## config.mk

```make
export PLATFORM = sky130hd
export DESIGN_NAME = cpu_trace_unit
export DESIGN_NICKNAME = d
export VERILOG_FILES = /design/src/rtl/cpu_trace_pkg.sv /design/src/rtl/cpu_trace_unit_trace_fifo.sv /design/src/rtl/cpu_trace_unit.sv
export SDC_FILE = /design/constraint.sdc
export NUM_CORES = 1
export LEC_CHECK = 0
export ABC_AREA = 1
export BUFFER_PORTS_ARGS = -buffer_cell sky130_fd_sc_hd__clkbuf_2
export CAP_MARGIN = 10
export CORE_UTILIZATION = 55
export CTS_BUF_LIST = sky130_fd_sc_hd__clkbuf_8
export CTS_CLUSTER_SIZE = 40
export DETAILED_ROUTE_END_ITERATION = 10
export HOLD_SLACK_MARGIN = 0.06
export PLACE_DENSITY_LB_ADDON = 0.05
export SETUP_SLACK_MARGIN = 0.2
export SYNTH_ARGS = -nofsm -noshare
export SYNTH_HDL_FRONTEND = slang
export SYNTH_HIERARCHICAL = 1
export SYNTH_SLANG_ARGS = --single-unit
```

## constraint.sdc

```tcl
create_clock -name clk -period 7.7 [get_ports clk]
set_input_delay 0.77 -clock clk [delete_from_list [all_inputs] [get_ports clk]]
set_output_delay 0.77 -clock clk [all_outputs]
set_load 0.01 [all_outputs]
```

## src/rtl/cpu_trace_pkg.sv

```systemverilog
// cpu_trace_pkg: shared record kinds, entry flags and head-kind priority helper for the trace unit
package cpu_trace_pkg;

    typedef enum logic [1:0] {
        TK_REG   = 2'd0,
        TK_LOAD  = 2'd1,
        TK_STORE = 2'd2,
        TK_HALT  = 2'd3
    } trace_kind_e;

    // Bit order matches the record emission order: reg_we is emitted first, halt last.
    typedef struct packed {
        logic halt;
        logic mem_we;
        logic mem_re;
        logic reg_we;
    } trace_flags_t;

    // First kind still pending, in REG, LOAD, STORE, HALT order.
    function automatic trace_kind_e first_kind(input logic [3:0] pend);
        return pend[0] ? TK_REG : pend[1] ? TK_LOAD : pend[2] ? TK_STORE : TK_HALT;
    endfunction

endpackage

```

## src/rtl/cpu_trace_unit_trace_fifo.sv

```systemverilog
// trace_fifo: synchronous FIFO with wrap-bit pointers; a push to a full FIFO is accepted when it pops in the same cycle
module trace_fifo #(
    parameter int W     = 8,
    parameter int DEPTH = 8
) (
    input  logic         clk,
    input  logic         rst,
    input  logic         push,
    input  logic         pop,
    input  logic [W-1:0] din,
    output logic [W-1:0] dout,
    output logic         full,
    output logic         empty
);
    localparam int AW = $clog2(DEPTH);

    logic [W-1:0] mem_q [DEPTH];
    logic [AW:0]  wr_q, wr_d, rd_q, rd_d;
    logic         do_push, do_pop;

    // Flags, qualified handshakes and next pointers.
    always_comb begin
        empty   = wr_q == rd_q;
        full    = (wr_q[AW] != rd_q[AW]) && (wr_q[AW-1:0] == rd_q[AW-1:0]);
        do_pop  = pop & ~empty;
        do_push = push & (~full | do_pop);
        wr_d    = do_push ? wr_q + 1'b1 : wr_q;
        rd_d    = do_pop ? rd_q + 1'b1 : rd_q;
        dout    = mem_q[rd_q[AW-1:0]];
    end

    // Pointer registers.
    always_ff @(posedge clk or posedge rst) begin
        if (rst) begin
            wr_q <= '0;
            rd_q <= '0;
        end else begin
            wr_q <= wr_d;
            rd_q <= rd_d;
        end
    end

    // Storage needs no reset: the pointers decide what is valid.
    always_ff @(posedge clk) begin
        if (do_push) mem_q[wr_q[AW-1:0]] <= din;
    end

endmodule

```

## src/rtl/cpu_trace_unit.sv

```systemverilog
// cpu_trace_unit: captures retirement events into a FIFO, serialises them as REG/LOAD/STORE/HALT records and keeps saturating statistics
module cpu_trace_unit
    import cpu_trace_pkg::*;
#(
    parameter int DATA_W  = 16,
    parameter int ADDR_W  = 16,
    parameter int REG_AW  = 4,
    parameter int DEPTH   = 8,
    parameter int CNT_W   = 32,
    localparam int SEL_W  = ADDR_W > REG_AW ? ADDR_W : REG_AW
) (
    input  logic              clk,
    input  logic              rst,
    input  logic              en,
    input  logic              reg_we,
    input  logic [REG_AW-1:0] reg_waddr,
    input  logic [DATA_W-1:0] reg_wdata,
    input  logic              mem_re,
    input  logic              mem_we,
    input  logic [ADDR_W-1:0] mem_addr,
    input  logic [DATA_W-1:0] mem_wdata,
    input  logic [DATA_W-1:0] mem_rdata,
    input  logic              halt,
    output logic              trc_valid,
    input  logic              trc_ready,
    output logic [1:0]        trc_kind,
    output logic [SEL_W-1:0]  trc_sel,
    output logic [DATA_W-1:0] trc_data,
    output logic [CNT_W-1:0]  cycle_count,
    output logic [CNT_W-1:0]  inst_count,
    output logic [CNT_W-1:0]  drop_count,
    output logic              overflow,
    output logic              halted,
    output logic              done
);
    typedef struct packed {
        trace_flags_t      flags;
        logic [REG_AW-1:0] waddr;
        logic [DATA_W-1:0] wdata;
        logic [ADDR_W-1:0] addr;
        logic [DATA_W-1:0] mwdata;
        logic [DATA_W-1:0] rdata;
    } entry_t;

    entry_t      in_e, head_e;
    logic        full, empty, active, accept, push, pop, drop, run;
    logic [3:0]  pending, kind_oh, mask_q, mask_d;
    trace_kind_e kind;
    logic [CNT_W-1:0] cycle_q, cycle_d, inst_q, inst_d, drop_q, drop_d;
    logic        ovf_q, ovf_d, halted_q, halted_d;

    trace_fifo #(.W($bits(entry_t)), .DEPTH(DEPTH)) u_fifo (
        .clk   (clk),
        .rst   (rst),
        .push  (push),
        .pop   (pop),
        .din   (in_e),
        .dout  (head_e),
        .full  (full),
        .empty (empty)
    );

    // Capture, serialiser handshake and next state of mask, counters and sticky flags.
    always_comb begin
        in_e         = '0;
        in_e.flags   = '{halt: halt, mem_we: mem_we, mem_re: mem_re, reg_we: reg_we};
        in_e.waddr   = reg_waddr;
        in_e.wdata   = reg_wdata;
        in_e.addr    = mem_addr;
        in_e.mwdata  = mem_wdata;
        in_e.rdata   = mem_rdata;
        run          = en & ~halted_q;
        active       = run & (reg_we | mem_re | mem_we | halt);
        pending      = head_e.flags & ~mask_q;
        kind         = first_kind(pending);
        kind_oh      = 4'b0001 << kind;
        accept       = ~empty & trc_ready;
        pop          = accept & ((pending & ~kind_oh) == 4'b0000);
        push         = active & (~full | pop);
        drop         = active & full & ~pop;
        mask_d       = pop ? 4'b0000 : accept ? (mask_q | kind_oh) : mask_q;
        cycle_d      = (run && ~&cycle_q) ? cycle_q + CNT_W'(1) : cycle_q;
        inst_d       = (run && (halt | reg_we | mem_we) && ~&inst_q) ? inst_q + CNT_W'(1) : inst_q;
        drop_d       = (drop && ~&drop_q) ? drop_q + CNT_W'(1) : drop_q;
        ovf_d        = ovf_q | drop;
        halted_d     = halted_q | (active & halt);
    end

    // Record port and status outputs; the record fields read zero while the FIFO is empty.
    always_comb begin
        trc_valid   = ~empty;
        trc_kind    = empty ? 2'd0 : kind;
        trc_sel     = (empty || kind == TK_HALT) ? '0 :
                      kind == TK_REG ? SEL_W'(head_e.waddr) : SEL_W'(head_e.addr);
        trc_data    = empty ? '0 :
                      kind == TK_REG   ? head_e.wdata :
                      kind == TK_LOAD  ? head_e.rdata :
                      kind == TK_STORE ? head_e.mwdata : '0;
        cycle_count = cycle_q;
        inst_count  = inst_q;
        drop_count  = drop_q;
        overflow    = ovf_q;
        halted      = halted_q;
        done        = halted_q & empty;
    end

    // State registers.
    always_ff @(posedge clk or posedge rst) begin
        if (rst) begin
            mask_q   <= '0;
            cycle_q  <= '0;
            inst_q   <= '0;
            drop_q   <= '0;
            ovf_q    <= 1'b0;
            halted_q <= 1'b0;
        end else begin
            mask_q   <= mask_d;
            cycle_q  <= cycle_d;
            inst_q   <= inst_d;
            drop_q   <= drop_d;
            ovf_q    <= ovf_d;
            halted_q <= halted_d;
        end
    end

endmodule

```

==> qor.yml, run 1 <==
timing:
  maxSlewHeadroom: 0.180
  fin_ws_ns: 1.75
  whs_ns: 0.330
  worst_pin_slew_ns: 1.23
  setup_violations: 0
  drv_slew: 0
  min_period_over_period: 0.773
  max_freq_mhz: 168
  tns_ns: 0
  fin_crit_ns: 5.95
  finalHoldViolations: 0
  rsz0062_at_grt: "false"
  skew_ns: 0.0348
detailed_routing:
  wire_per_inst_um: 19.3
  drc_errors: 0
  ant_nets: 0
  vias: 21500
  drtIter0Drc: 1655
  first_pass_iters: 6
  wl_mm: 74.8
  vias_per_cell: 5.56
power_and_ir_drop:
  switching_share: 0.211
  p_leak_nw: 13.0
  power_frac_seq: 0.569
  internal_power_mw: 5.58
  finalPower_mw: 7.07
  clock_power_share: 0.420
  irDropWorstVdd_uv: 254
  p_switching_mw: 1.49
  power_density_nw_per_um2: 211
  p_comb_frac: 0.011
placement:
  place.port_buffers: 209
  dpl.hpwl_mm: 44.5
  dp_slack_ns: 1.75
  gp_congestion: 0.919
  placed_cell_area_sq_um: 31500
  dp_cells: 3665
run_status:
  status: "finished clean"
synth:
  synthSimpleGateAreaFrac: 0.190
  seq_area_frac_synth: 0.669
  syn_area_sq_um: 30000
  syn_area_per_cell_sq_um: 10.4
  synth.distinct_cells: 34
  synth_seq_cells: 686
  synth_adder_area_share: 0.00209
  synthesis.instances: 2881
  syn-num-nets: 2962
  netlist.area_leader.share: 0.577
  yosys-top-cells-count: "nand2_1, edfxtp_1, nor2_1, o21ai_0, o22ai_1"
  async_reset_ff_frac: 0.160
  synth_top_family_by_area: "simple AND/OR/NAND/NOR gates"
  muxShareOfSynthArea: 0
  synth_xor_area_frac: 0.0143
  yosysMostFrequentCell: "nand2_1"
  synth_compound_area_frac: 0.0925
  ys_warn_count: 6
  synthFlopType: "edfxtp_1"
  synthTopCellsByArea: "edfxtp_1, nand2_1, dfrtp_1, nor2_1, o21ai_0"
  synth_top_area_cell: "edfxtp_1"
  synth-edff-count: 576
clock_tree:
  cts_buffer_depth: 3
  tritoncts: "done"
  htree_levels: 3
  postCtsResizedCells: 0
  cts_buffers: 112
  insertion_delay_ns: 0.72
  root_buffer: "clkbuf_8"
  clock_sinks: 686
  clkSlewWorstSetupHoldPaths_ns: 0.06
global_route:
  grt_max_degree: 109
  grt_pass1_vias: 20600
  grt_usage: 0.269
  grt_pass1_wl_mm: 116
  overflow: 0
  antenna_found_initial: 4
worst_setup_path:
  cp.required_ns: 8.03
  critPathKind: "reg2reg"
  critPathLaunchType: "register"
  r2r-start: "u_fifo/rd_q[0]"
  crit_chain: "inv_8, o21ai_0, o22ai_1, nand2_1, nand2_1, nand2_2, nand2_2, nand2_1, nand3_2, a21oi_1, nand2_2, nor2_4, buf_4"
  slowest_delay_ns: 1.05
  cp-startpoint: "u_fifo/rd_q[0]"
  slowest_stage: "dfrtp_4"
  worstPathArrival_ns: 6.29
  cp_top_family: "simple AND/OR/NAND/NOR gates"
  end_kind: "register"
  critPathBufInv: 2
  crit_fanout: 104
layout:
  instances_no_fill: 3871
  n_fill_cell: 4523
  multi_input_area_sq_um: 9000
  ff_latch_area_sq_um: 20100
  final_nets: 3165
  post-route-util: 0.624
  drive_gt1_frac: 0.136
  design_area_sq_um: 33600
  syn2layout_area_growth_pct: 12.1
floorplanning:
  fp-row-count: 85
  die_width_um: 235
  core_sq_um: 53800
  dieArea_sq_um: 55400
  io_pins: 210
  start_util: 0.557
  die_h_um: 235
flow_run:
  maxCapViolations: 0
worst_hold_path:
  holdCritStartpoint: "mem_wdata[8]"
  hp-class: "in2reg"
timing repair:
item | in CTS | in global routing
setup endpoints to repair | 0 | 0
endpoints found under the hold margin | 8 | 0
buffers inserted | 0 | 0
hold buffers | 1 | 0
worst reg2reg max path: cells and delay by family, from the launching register on:
kind	cells	cell delay (ns)
and+or+nand+nor	8	2.31
buffers and inverters	2	1.33
DFF	1	1.05
AOI/OAI and AO/OA	3	0.83
cell type report:
type / instances / area share
well taps: 696 / 0.0259
clock buffers: 120 / 0.0492
flip-flops and latches: 686 / 0.597
diodes: 2 / 0.000149
repair buffers: 230 / 0.0370
inverters: 76 / 0.00902
clock inverters: 83 / 0.0134
multi-input cells: 1978 / 0.268
cell families after synthesis:
family	Yosys count
AND/OR/NAND/NOR	1414
flip-flops	686
AO/OA/AOI/OAI	511
buffers and inverters	217
XOR/XNOR	48
adder cells (fa/ha/maj)	5
registers in the layout, indices dropped and copies added, names as in the netlist:
register      cells
cycle_count      32
drop_count       32
halted            1
inst_count       32
mask_q            4
overflow          1
u_fifo/mem_q    576
u_fifo/rd_q       4
u_fifo/wr_q       4
cells in the final DEF (no fill, tap or decap), drive strengths merged:
master       synthesis  layout
nand2              858     858
edfxtp             576     576
nor2               478     478
o21ai              345     345
clkbuf              88     329
o22ai              144     144
inv                 74     114
dfrtp              110     110
nand3b              43      43
clkinv               2      42
nand3               28      28
xnor2               24      24
xor2                24      24
a21oi               21      21
buf                 53      20
ha                   5       5
nor3                 3       3
bufinv               0       3
nand4                3       3
diode                0       2
a31oi                1       1
nor4                 1       1
dlygate4sd3          0       1
metal layers:
| metal | routed length, um | share of wire | GRT usage | up-vias |
|---|---|---|---|---|
| met4 | 1950 | 0.026 | 0.0844 | 4 |
| li1 | - | - | - | 10300 |
| met1 | 32300 | 0.43 | 0.369 | 10300 |
| met5 | 26 | 0.00035 | 0 | - |
| met3 | 4720 | 0.063 | 0.0480 | 135 |
| met2 | 35800 | 0.48 | 0.439 | 761 |
worst paths after layout:
path,slack (ns),to,depth (start not counted)
setup / recovery,1.75,u_fifo/mem_q[3][48],13
hold / removal,0.33,u_fifo/mem_q[4][24],1
setup reg to reg,1.75,u_fifo/mem_q[3][48],13
hold reg to reg,0.47,overflow,2
max in group asynchronous,5.71,inst_count[30],4
min in group asynchronous,0.65,u_fifo/rd_q[2],3
power groups by stage:
stage / clock, mW / combinational [mW] / sequential (mW)
2_1_floorplan: 0 / 0.00903 / 4.10
3_3_place_gp: 0 / 0.0733 / 4.10
3_5_place_dp: 0 / 0.0766 / 4.10
4_1_cts: 3.04 / 0.0770 / 4.03
5_1_grt: 3.19 / 0.0833 / 4.02
6_report: 2.97 / 0.0745 / 4.03
Power figures use the tool's default switching activity.
==> run 2: changes to the inputs <==
Clock period 7.7 ns to 5.8 ns, I/O delays scaled along.
==> run 2 against run 1 <==
Via count rose by 1.5%. Combinational power grew 26%. Global-route usage is 0.61 points higher. Core utilization is 0.34 points higher. Wire length is 1.4% higher. Clock power is 37% higher. Worst setup slack worse by 0.67 ns. Largest power group unchanged. Non-clock buffer count is 7 higher. Largest cell class unchanged. Register-to-register slack worse by 0.67 ns. Total power rose by 35%.
==> qor.yml, run 2 (synthesis results as in run 1) <==
clock_tree:
  clkSlewWorstSetupHoldPaths_ns: 0.06  # about the same
  tritoncts: "done"
  insertion_delay_ns: 0.74  # +0.02 ns
  clock_sinks: 686  # unchanged
  cts_buffer_depth: 3  # unchanged
  postCtsResizedCells: 0  # unchanged
  htree_levels: 3  # unchanged
  root_buffer: "clkbuf_8"
  cts_buffers: 111  # -0.89%
detailed_routing:
  ant_nets: 0  # unchanged
  wl_mm: 75.8  # +1.4%
  vias_per_cell: 5.64  # +1.5%
  vias: 21900  # +1.5%
  drtIter0Drc: 1837  # +11%
  drc_errors: 0  # unchanged
  wire_per_inst_um: 19.6  # +1.3%
  first_pass_iters: 6  # unchanged
layout:
  syn2layout_area_growth_pct: 12.7
  instances_no_fill: 3874  # +0.077%
  drive_gt1_frac: 0.139  # +0.00306
  largest_register_ffs: 576  # unchanged
  n_fill_cell: 4390  # -2.9%
  final_cell_mix: "nand2_1, edfxtp_1, nor2_1"
  final_nets: 3171  # +0.19%
  design_area_sq_um: 33800  # +0.54%
  final_common_cell: "nand2_1"
global_route:
  grt_pass1_wl_mm: 118  # +2.1%
  overflow: 0  # unchanged
  grt_pass1_vias: 21200  # +2.8%
  grt_max_degree: 212  # +94%
  grt_usage: 0.275  # +0.00608
  antenna_found_initial: 7  # +3
power_and_ir_drop:
  internal_power_mw: 7.55  # +35%
  power_frac_seq: 0.562  # -0.007
  clock_power_share: 0.428  # +0.008
  p_comb_frac: 0.010  # about the same
  power_density_nw_per_um2: 282  # +34%
  irDropWorstVdd_uv: 318  # +26%
  finalPower_mw: 9.51  # +35%
  p_switching_mw: 1.97  # +32%
  p_leak_nw: 13.1  # +0.62%
  switching_share: 0.207  # -0.00411
floorplanning:
  io_pins: 210  # unchanged
  core_sq_um: 53800  # unchanged
  die_width_um: 235  # unchanged
  start_util: 0.557  # unchanged
  dieArea_sq_um: 55400  # unchanged
  die_h_um: 235  # unchanged
  fp-row-count: 85  # unchanged
worst_hold_path:
  hold_end: "u_fifo/mem_q[4][28]"
  holdPathStages: 1  # unchanged
  hp-class: "in2reg"
  holdCritStartpoint: "mem_wdata[12]"
timing:
  skew_ns: 0.0604  # +0.0256 ns
  rsz0062_at_grt: "false"
  min_period_over_period: 0.815  # +0.0420
  setup_violations: 0  # unchanged
  finalHoldViolations: 0  # unchanged
  max_freq_mhz: 212  # +26%
  fin_ws_ns: 1.07  # -0.675 ns
  tns_ns: 0  # unchanged
  maxSlewHeadroom: 0.203  # +0.0233
  drv_slew: 0  # unchanged
  worst_pin_slew_ns: 1.19  # -0.0350 ns
  fin_crit_ns: 4.73  # -1.23 ns
worst_setup_path:
  critPathKind: "reg2reg"
  worstPathArrival_ns: 5.12  # -1.17 ns
  slowest_stage: "dfrtp_4"
  critPathLaunchType: "register"
  timing.rr.end: "u_fifo/mem_q[2][46]"
  r2r-start: "u_fifo/rd_q[0]"
  cp-startpoint: "u_fifo/rd_q[0]"
  ff2ff_path_depth: 13  # unchanged
  slowest_delay_ns: 0.98  # -0.07 ns
  r2r_slack_ns: 1.07  # -0.67 ns
  cp_top_family: "simple AND/OR/NAND/NOR gates"
  crit_fanout: 79  # -24%
  cp.required_ns: 6.20  # -1.83 ns
  crit_chain: "inv_8, o21ai_0, o22ai_1, nand2_1, nand2_1, nand2_2, nand2_2, nand2_1, nand3_2, a21oi_1, nand3_1, nor2_4, buf_12"
  end_kind: "register"
  critPathBufInv: 2  # unchanged
  cp_common_cell: "nand2_1"
placement:
  dp_cells: 3672  # +0.19%
  dpl.hpwl_mm: 44.6  # +0.31%
  placed_cell_area_sq_um: 31600  # +0.37%
  dp_slack_ns: 1.14  # -0.614 ns
  gp_congestion: 0.948  # +3.1%
  place.port_buffers: 209  # unchanged
run_status:
  status: "finished clean"
flow_run:
  maxCapViolations: 0  # unchanged
## run 2: cell count changes in the layout (fill, tap and decap cells not counted), sizes merged
cell      previous run  this run
diode                2         3
clkbuf             329       326
buf                 20        27
bufinv               3         7
clkinvlp             0         2
clkinv              42        32
inv                114       116
## run 2: worst max-delay path by stage
| stage | to | slack, ns | cells past startpoint |
|---|---|---|---|
| floorplan | u_fifo/mem_q[2][0] | -0.02 | 16 |
| global placement | u_fifo/mem_q[2][51] | 1.29 | 13 |
| detailed placement | u_fifo/mem_q[2][48] | 1.14 | 13 |
| CTS | trc_data[15] | 1.05 | 10 |
| global route | trc_data[2] | 0.77 | 10 |
| finish | u_fifo/mem_q[2][46] | 1.07 | 13 |
## run 2: cell type report
type                            count  area, sq um  area share
Multi-Input combinational cell   1978         9000       0.267
Inverter                           76          303     0.00897
Clock buffer                      117         1610      0.0477
Antenna cell                        3         7.51    0.000222
Timing Repair Buffer              237         1360      0.0402
Tap cell                          696          871      0.0258
Sequential cell                   686        20100       0.594
Clock inverter                     81          556      0.0165
## run 2: power groups by stage
| stage | logic [mW] | registers [mW] | clock network [mW] |
|---|---|---|---|
| 2_1_floorplan | 0.0120 | 5.45 | 0 |
| 4_1_cts | 0.0966 | 5.35 | 4.16 |
| 3_5_place_dp | 0.0962 | 5.45 | 0 |
| 3_3_place_gp | 0.0923 | 5.45 | 0 |
| 6_report | 0.0935 | 5.35 | 4.07 |
| 5_1_grt | 0.107 | 5.34 | 4.37 |
## run 2: what timing repair did
item | in CTS | in global routing
endpoints found under the hold margin | 62 | 0
hold buffers | 1 | 0
buffers inserted | 0 | 0
## run 2: metrics by stage
stage | hold WS (ns) | utilization
final | 0.124 | 0.627
after global placement | 0.456 | 0.587
after global routing | 0.0932 | 0.627
after detailed placement | 0.473 | 0.587
after CTS | 0.0632 | 0.627
after floorplan | 0.396 | -
## run 2: worst reg2reg max path: cells and delay by family (launching register included)
kind	cells	cell delay [ns]
buf+inv	2	0.54
simple gates	8	2.13
flops	1	0.98
compound gates	3	0.75
## run 2: per-layer routing
metal,vias to the layer above,track usage,part of all wire
li1,10300,-,-
met2,764,0.446,0.48
met3,153,0.0618,0.071
met4,6,0.105,0.030
met5,-,0,0.00050
met1,10600,0.363,0.42
